### config.mk
export PLATFORM = sky130hd
export DESIGN_NAME = kara81_pp_gen_flat
export DESIGN_NICKNAME = d
export VERILOG_FILES = /design/src/rtl/kara81_pp_gen_if.sv /design/src/rtl/kara81_pp_gen.sv /design/src/flat_wrapper.sv
export SDC_FILE = /design/constraint.sdc
export NUM_CORES = 2
export LEC_CHECK = 0
export CAP_MARGIN = 20
export CORE_MARGIN = 4
export CORE_UTILIZATION = 30
export CTS_CLUSTER_DIAMETER = 60
export DETAILED_ROUTE_END_ITERATION = 6
export GPL_ROUTABILITY_DRIVEN = 0
export HOLD_SLACK_MARGIN = 0.03
export PLACE_DENSITY_LB_ADDON = 0.12
export SLEW_MARGIN = 40
export SYNTH_ARGS = -nofsm -noshare
export SYNTH_HDL_FRONTEND = slang
export SYNTH_SLANG_ARGS = --single-unit
### constraint.sdc
create_clock -name clk -period 8.36 [get_ports clk]
set_input_delay 0.836 -clock clk [delete_from_list [all_inputs] [get_ports clk]]
set_output_delay 0.836 -clock clk [all_outputs]
set_load 0.05 [all_outputs]
### src/rtl/kara81_pp_gen_if.sv
// Request/status bundle for the Karatsuba partial-product generator:
// operand handshake (start, a, b) plus busy/done status.
interface kara81_pp_gen_if #(
  parameter int unsigned W = 27
);
  logic           start;
  logic [3*W-1:0] a;
  logic [3*W-1:0] b;
  logic           busy;
  logic           done;

  modport master (output start, a, b, input busy, done);
  modport slave  (input start, a, b, output busy, done);
endinterface

### src/rtl/kara81_pp_gen.sv
// Six-product Karatsuba partial-product generator for 3-chunk GF(2)[x] operands.
// Build option PP_SERIAL_EN selects a bit-serial shared multiplier (W cycles per product).
module kara81_pp_gen #(
  parameter int unsigned W = 27
) (
  input  logic                  clk,
  input  logic                  rst_n,
  kara81_pp_gen_if.slave        bus,
  output logic [2*W-2:0]        p0,
  output logic [2*W-2:0]        p1,
  output logic [2*W-2:0]        p2,
  output logic [2*W-2:0]        p3,
  output logic [2*W-2:0]        p4,
  output logic [2*W-2:0]        p5
);

  localparam int unsigned PW = 2 * W - 1;
  localparam int unsigned OW = 3 * W;

  typedef enum logic [1:0] {S_IDLE, S_MUL, S_DONE} state_t;

  state_t          state;
  logic [OW-1:0]   a_q;
  logic [OW-1:0]   b_q;
  logic [2:0]      idx;
  logic            busy_q;
  logic            done_q;
  logic [PW-1:0]   p_q [6];

  logic [W-1:0]    ca_c;
  logic [W-1:0]    cb_c;
  logic            pair_done_c;
  logic [PW-1:0]   pair_val_c;

  assign bus.busy = busy_q;
  assign bus.done = done_q;
  assign p0 = p_q[0];
  assign p1 = p_q[1];
  assign p2 = p_q[2];
  assign p3 = p_q[3];
  assign p4 = p_q[4];
  assign p5 = p_q[5];

  // Chunk pair feeding the shared multiplier for the current product index
  always_comb begin
    ca_c = '0;
    cb_c = '0;
    case (idx)
      3'd0: begin ca_c = a_q[W-1:0];                  cb_c = b_q[W-1:0];                  end
      3'd1: begin ca_c = a_q[2*W-1:W];                cb_c = b_q[2*W-1:W];                end
      3'd2: begin ca_c = a_q[W-1:0] ^ a_q[2*W-1:W];   cb_c = b_q[W-1:0] ^ b_q[2*W-1:W];   end
      3'd3: begin ca_c = a_q[3*W-1:2*W];              cb_c = b_q[3*W-1:2*W];              end
      3'd4: begin ca_c = a_q[W-1:0] ^ a_q[3*W-1:2*W]; cb_c = b_q[W-1:0] ^ b_q[3*W-1:2*W]; end
      3'd5: begin ca_c = a_q[2*W-1:W] ^ a_q[3*W-1:2*W]; cb_c = b_q[2*W-1:W] ^ b_q[3*W-1:2*W]; end
      default: begin ca_c = '0; cb_c = '0; end
    endcase
  end

`ifdef PP_SERIAL_EN
  localparam int unsigned CW = (W > 1) ? $clog2(W) : 1;

  logic [CW-1:0] cnt;
  logic [PW-1:0] acc;
  logic [PW-1:0] acc_base_c;

  // MSB-first shift/xor step; accumulator restarts at the first bit of each pair
  always_comb begin
    acc_base_c  = (cnt == '0) ? '0 : acc;
    pair_val_c  = {acc_base_c[PW-2:0], 1'b0} ^ (cb_c[CW'(W-1) - cnt] ? PW'(ca_c) : '0);
    pair_done_c = (cnt == CW'(W-1));
  end

  always_ff @(posedge clk or negedge rst_n) begin
    if (!rst_n) begin
      cnt <= '0;
      acc <= '0;
    end else if (state == S_MUL) begin
      acc <= pair_val_c;
      cnt <= pair_done_c ? '0 : cnt + CW'(1);
    end else begin
      cnt <= '0;
    end
  end
`else
  function automatic logic [PW-1:0] clmul_w(input logic [W-1:0] x, input logic [W-1:0] y);
    logic [PW-1:0] r;
    r = '0;
    for (int unsigned i = 0; i < W; i++) begin
      if (y[i]) r = r ^ (PW'(x) << i);
    end
    return r;
  endfunction

  always_comb begin
    pair_val_c  = clmul_w(ca_c, cb_c);
    pair_done_c = 1'b1;
  end
`endif

  // Control FSM; done is raised one edge after the DONE state is entered
  always_ff @(posedge clk or negedge rst_n) begin
    if (!rst_n) begin
      state  <= S_IDLE;
      a_q    <= '0;
      b_q    <= '0;
      idx    <= '0;
      busy_q <= 1'b0;
      done_q <= 1'b0;
      for (int i = 0; i < 6; i++) p_q[i] <= '0;
    end else begin
      done_q <= 1'b0;
      case (state)
        S_IDLE: begin
          if (bus.start) begin
            a_q    <= bus.a;
            b_q    <= bus.b;
            idx    <= '0;
            busy_q <= 1'b1;
            state  <= S_MUL;
          end
        end
        S_MUL: begin
          if (pair_done_c) begin
            p_q[idx] <= pair_val_c;
            if (idx == 3'd5) begin
              busy_q <= 1'b0;
              state  <= S_DONE;
            end else begin
              idx <= idx + 3'd1;
            end
          end
        end
        S_DONE: begin
          done_q <= 1'b1;
          idx    <= '0;
          state  <= S_IDLE;
        end
        default: state <= S_IDLE;
      endcase
    end
  end

endmodule

### src/flat_wrapper.sv
// flat-port wrapper written by rule: the top's interface ports become plain ports
module kara81_pp_gen_flat 
#(
  parameter int unsigned W = 27
)
  (clk, rst_n, p0, p1, p2, p3, p4, p5, bus_start, bus_a, bus_b, bus_busy, bus_done);
  kara81_pp_gen_if #(.W(W)) bus_i ();
  input  logic clk;
  input  logic rst_n;
  output logic [2*W-2:0] p0;
  output logic [2*W-2:0] p1;
  output logic [2*W-2:0] p2;
  output logic [2*W-2:0] p3;
  output logic [2*W-2:0] p4;
  output logic [2*W-2:0] p5;
  input wire logic [$bits(bus_i.start)-1:0] bus_start;
  input wire logic [$bits(bus_i.a)-1:0] bus_a;
  input wire logic [$bits(bus_i.b)-1:0] bus_b;
  output wire logic [$bits(bus_i.busy)-1:0] bus_busy;
  output wire logic [$bits(bus_i.done)-1:0] bus_done;
  assign bus_i.start = bus_start;
  assign bus_i.a = bus_a;
  assign bus_i.b = bus_b;
  assign bus_busy = bus_i.busy;
  assign bus_done = bus_i.done;
  kara81_pp_gen #(.W(W)) u_core (.clk(clk), .rst_n(rst_n), .bus(bus_i), .p0(p0), .p1(p1), .p2(p2), .p3(p3), .p4(p4), .p5(p5));
endmodule
; ---- After elaboration in Yosys (flattened, before gate mapping)
; Cells that the tools add are included.
[classes]
n_addsub = 1
mul = 0
div_mod_pow = 0
magnitude_cmp = 2
eq_ne = 10
shift = 0
mux = 42
bitwise = 33
n_reduce_logical = 9
[ops]
columns = operator, n
row1 = $mux 53, 27
row2 = $pmux 27 s6, 2
row3 = $bwmux 318, 1
row4 = $xor 27x27->27, 6
row5 = $demux 53 s3, 1
row6 = $xor 53x29->53, 1
row7 = $xor 53x30->53, 1
row8 = $xor 53x31->53, 1
row9 = $xor 53x32->53, 1
row10 = $xor 53x33->53, 1
row11 = $xor 53x34->53, 1
row12 = $xor 53x35->53, 1
row13 = $xor 53x36->53, 1
row14 = $xor 53x37->53, 1
row15 = $xor 53x38->53, 1
row16 = $xor 53x39->53, 1
row17 = $xor 53x40->53, 1
row18 = $xor 53x41->53, 1
row19 = $xor 53x42->53, 1
row20 = $xor 53x43->53, 1
row21 = $xor 53x44->53, 1
row22 = $xor 53x45->53, 1
row23 = $xor 53x46->53, 1
row24 = $xor 53x47->53, 1
row25 = 32 further kinds, 41
[totals]
ff_bits = 487
latchBits = 0
ram_bits = 0
romBits = 0
input_bits = 165
out_inout_bits = 320
wordCells = 109
memories = 0

; ---- Logic depth before layout (Yosys ltp)
[depth]
depth_word = 56
mapped_depth = 19

; ---- Least setup slack after synthesis
; No wires, ideal clock.
[synth_path]
kind = register to register
from = register u_core.idx[0]
to = register u_core.p_q (netlist bit u_core.p0[25])
arrival_ps = 3649
slack_ps = 4587
stages_incl_launch_ff = 17
path_buffers = 4
path_cell_list = dfrtp_1 > clkbuf_1 > inv_1 > ha_1 > buf_6 > buf_6 > a222oi_1 > a31oi_1 > a221o_1 > clkbuf_1 > nand2_1 > xnor2_1 > xnor3_1 > xnor3_1 > nand2_1 > xor3_1 > mux2_2
[synth_via]
elab_chain_len = 56
[synth_rtl]
columns = element, line_no
row1 = "start, declared", kara81_pp_gen.sv:25  ; logic [2:0] idx;
row2 = "start signal, assigned", kara81_pp_gen.sv:129  ; idx <= idx + 3'd1;
row3 = "$eq 3x3->1, or another cell as far along", kara81_pp_gen.sv:48  ; case (idx)
row4 = $pmux 27 s6, kara81_pp_gen.sv:48
row5 = $mux 27, kara81_pp_gen.sv:89  ; if (y[i]) r = r ^ (PW'(x) << i);
row6 = $xor 27x28->28, kara81_pp_gen.sv:89
row7 = $mux 53, kara81_pp_gen.sv:89
row8 = $xor 53x29->53, kara81_pp_gen.sv:89
row9 = $mux 53, kara81_pp_gen.sv:89
row10 = $xor 53x30->53, kara81_pp_gen.sv:89
row11 = [... 40 more ...], n/a
row12 = $mux 53, kara81_pp_gen.sv:89
row13 = $xor 53x51->53, kara81_pp_gen.sv:89
row14 = $mux 53, kara81_pp_gen.sv:89
row15 = $xor 53x52->53, kara81_pp_gen.sv:89
row16 = $mux 53, kara81_pp_gen.sv:89
row17 = $xor 53x53->53, kara81_pp_gen.sv:89
row18 = $mux 53, kara81_pp_gen.sv:89
row19 = $bwmux 318 (*), kara81_pp_gen.sv:124  ; p_q[idx] <= pair_val_c;
row20 = "end signal, assigned by index", kara81_pp_gen.sv:124
row21 = "end, declared", kara81_pp_gen.sv:28  ; logic [PW-1:0] p_q [6];
; Mark *: on every way between the ends. The rest lies on a longest branch, timed or not.
; A chain may end at the register's enable or synchronous reset.

; ---- Final worst setup path
[layout_path]
from = register u_core.idx[2]
to = register u_core.p_q (netlist bit u_core.p4[25])
; The elaborated chain is that of the path after synthesis.

==> metrics.yaml <==
grt:
  grt_pass1_wl_mm: 188
  grt_pass1_vias: 26600
  grt_use_total_pct: 22.3
  grt_overflow: 0
  antenna_found_initial: 1
  grt_max_degree: 117
drt:
  highest_layer: "met5"
  wl_per_cell_um: 24.6
  wl_met2_mm: 62.0
  drcViolationCount: 0
  vias_per_cell: 5.07
  wl_met1_mm: 54.3
  postRouteWirelength_mm: 130
  drtPass1Iterations: 5
  ant_nets: 0
  vias: 26800
  drtIter0Drc: 2197
  wl_met3_mm: 8.98
setup_path:
  critPathKind: "reg -> reg"
  startpoint_type: "flop"
  cp.arrival_ps: 5950
  cp_max_fo: 58
  critical_path.endpoint_type: "flop"
  cp.required_ps: 8870
yosys:
  synth_ff_type: "dfrtp_1"
  avgSynthCellArea_um2: 9.42
  async_flop_share_pct: 100
  synth.distinct_cells: 78
  synthCells: 3449
  yosysSeqAreaShare_pct: 37.5
  synth_warnings: 0
  synth_edf_count: 0
  synth_fp_nets: 3619
  synthesis.area_mm2: 0.0325
  ys_ff_latch: 487
finish:
  final_cell_area_mm2: 0.0411
  syn_to_final_growth_pct: 26.5
  fin_cells: 5283
  final_cell_mix: "nand2_1, dfrtp_1, clkdlybuf4s50_1"
  layout_commonest_cell: "nand2_1"
  drive_above_1_share_pct: 15.4
  diodes: 0
  nets: 3997
place:
  dpl_cell_area_mm2: 0.0387
  io_buffers: 484
  place_inst: 5155
  hpwl_mm: 85.4
floorplan:
  dieArea_mm2: 0.114
  io_pins: 485
  initial_core_util_pct: 30.3
  die_h_um: 337
  core_area_mm2: 0.107
  die_x_um: 337
  rows: 120
min_path:
  holdCritPathClass: "in -> async"
timing:
  fin_tns_setup_ps: 0
  fin_skew_ps: 21.6
  min_period_ps: 5440
  slew-limit-headroom_pct: 37.3
  rsz0062_at_grt: "no"
  finalHoldViolCount: 0
  tightest_slew_ps: 941
  setup_viol: 0
  max_freq_mhz: 184
  min_period_over_period_pct: 65.0
  final-max-slew-violation-count: 0
cts:
  root_buffer: "clkbuf_16"
  path_clk_slew_ps: 50
  clock-sinks: 487
  numCtsBuffers: 72
  cts_setup_buffers: 0
  hold_buffers: 0
  cts_tree: "yes"
  worstSkewPairLatency_ps: 640
  htreeDepth: 3
  clock_path_buffers: 3
  cts_resized: 0
status:
  status: "complete, no violations"
flow_run:
  cap_violations: 0
-- kinds of logic (layout without fill, tap and decap cells) --
family | Yosys count | in the layout | synth area share (%)
mux | 307 | 307 | 10.6
xor+xnor | 655 | 655 | 20.6
simple gates | 1249 | 1249 | 16.6
compound gates | 479 | 479 | 10.3
fa+ha+maj | 5 | 5 | 0.193
buf+inv | 267 | 698 | 4.21
flops | 487 | 487 | 37.5
-- cells in the mapped netlist (26+ instances only) --
cell type | n | area share, %
a22oi_1 | 45 | 1.0
o21ai_0 | 149 | 2.3
nand3_1 | 50 | 0.77
xnor2_1 | 421 | 11
xnor3_1 | 64 | 4.4
dfrtp_1 | 487 | 38
mux2_2 | 293 | 10
o31ai_1 | 73 | 1.7
o21ai_1 | 56 | 0.86
nor2_1 | 108 | 1.2
and3b_1 | 59 | 1.6
nand2_1 | 915 | 11
buf_2 | 87 | 1.3
clkbuf_1 | 117 | 1.4
buf_6 | 26 | 0.90
nor2b_1 | 38 | 0.73
xor2_1 | 162 | 4.4
-- area by class of cell --
cell class / count / area [µm²]
Timing Repair Buffer: 565 / 5590
Fill cell: 10800 / 66300
Clock buffer: 97 / 2030
Tap cell: 1403 / 1760
Clock inverter: 30 / 307
Sequential cell: 487 / 12200
Multi-Input combinational cell: 2695 / 19200
Inverter: 6 / 22.5
-- critical path, stage by stage (launching register included) --
cell     delay [ps]
dfrtp_4         720
buf_4           630
nand2_2         530
o21ai_0         300
a32o_1          610
o22ai_1         230
xnor3_1         410
xnor3_1         390
xnor3_1         380
nand2_1         140
xor3_1          580
mux2_2          330
-- stage by stage --
stage	hold slack [ps]	utilization, %	worst slack, ps
after floorplan	496	-	4590
after global placement	458	35.9	2760
after detailed placement	464	36.1	3040
after CTS	223	38.2	3010
after global routing	33.5	38.3	2670
final	54.7	38.3	2920
-- final timing paths --
path,start,slack (ps),cells past startpoint,end
max in group asynchronous,rst_n,6350,4,u_core.p4[25]
max,u_core.idx[2],2920,11,u_core.p4[25]
min in group clk,u_core.p4[10],470,2,u_core.p4[10]
min reg2reg,u_core.p4[10],470,2,u_core.p4[10]
max reg2reg,u_core.idx[2],2920,11,u_core.p4[25]
min,rst_n,50,1,u_core.p1[51]
-- layer usage --
| layer | vias up | global-route usage (%) |
|---|---|---|
| li1 | 12300 | - |
| met2 | 1027 | 37.7 |
| met5 | - | 0 |
| met1 | 13200 | 28.8 |
| met4 | 2 | 7.11 |
| met3 | 256 | 4.17 |
-- flip-flops by register name (all words and copies together), names as in the netlist --
signal	count
u_core.a_q	81
u_core.b_q	81
u_core.p0	53
u_core.p1	53
u_core.p2	53
u_core.p3	53
u_core.p4	53
u_core.p5	53
u_core.idx	3
u_core.state	2
u_core.bus.busy	1
u_core.bus.done	1
Power is left out: the tool's default activity adds up to more than one toggle a clock period on the data nets, which glitch-free logic cannot reach.
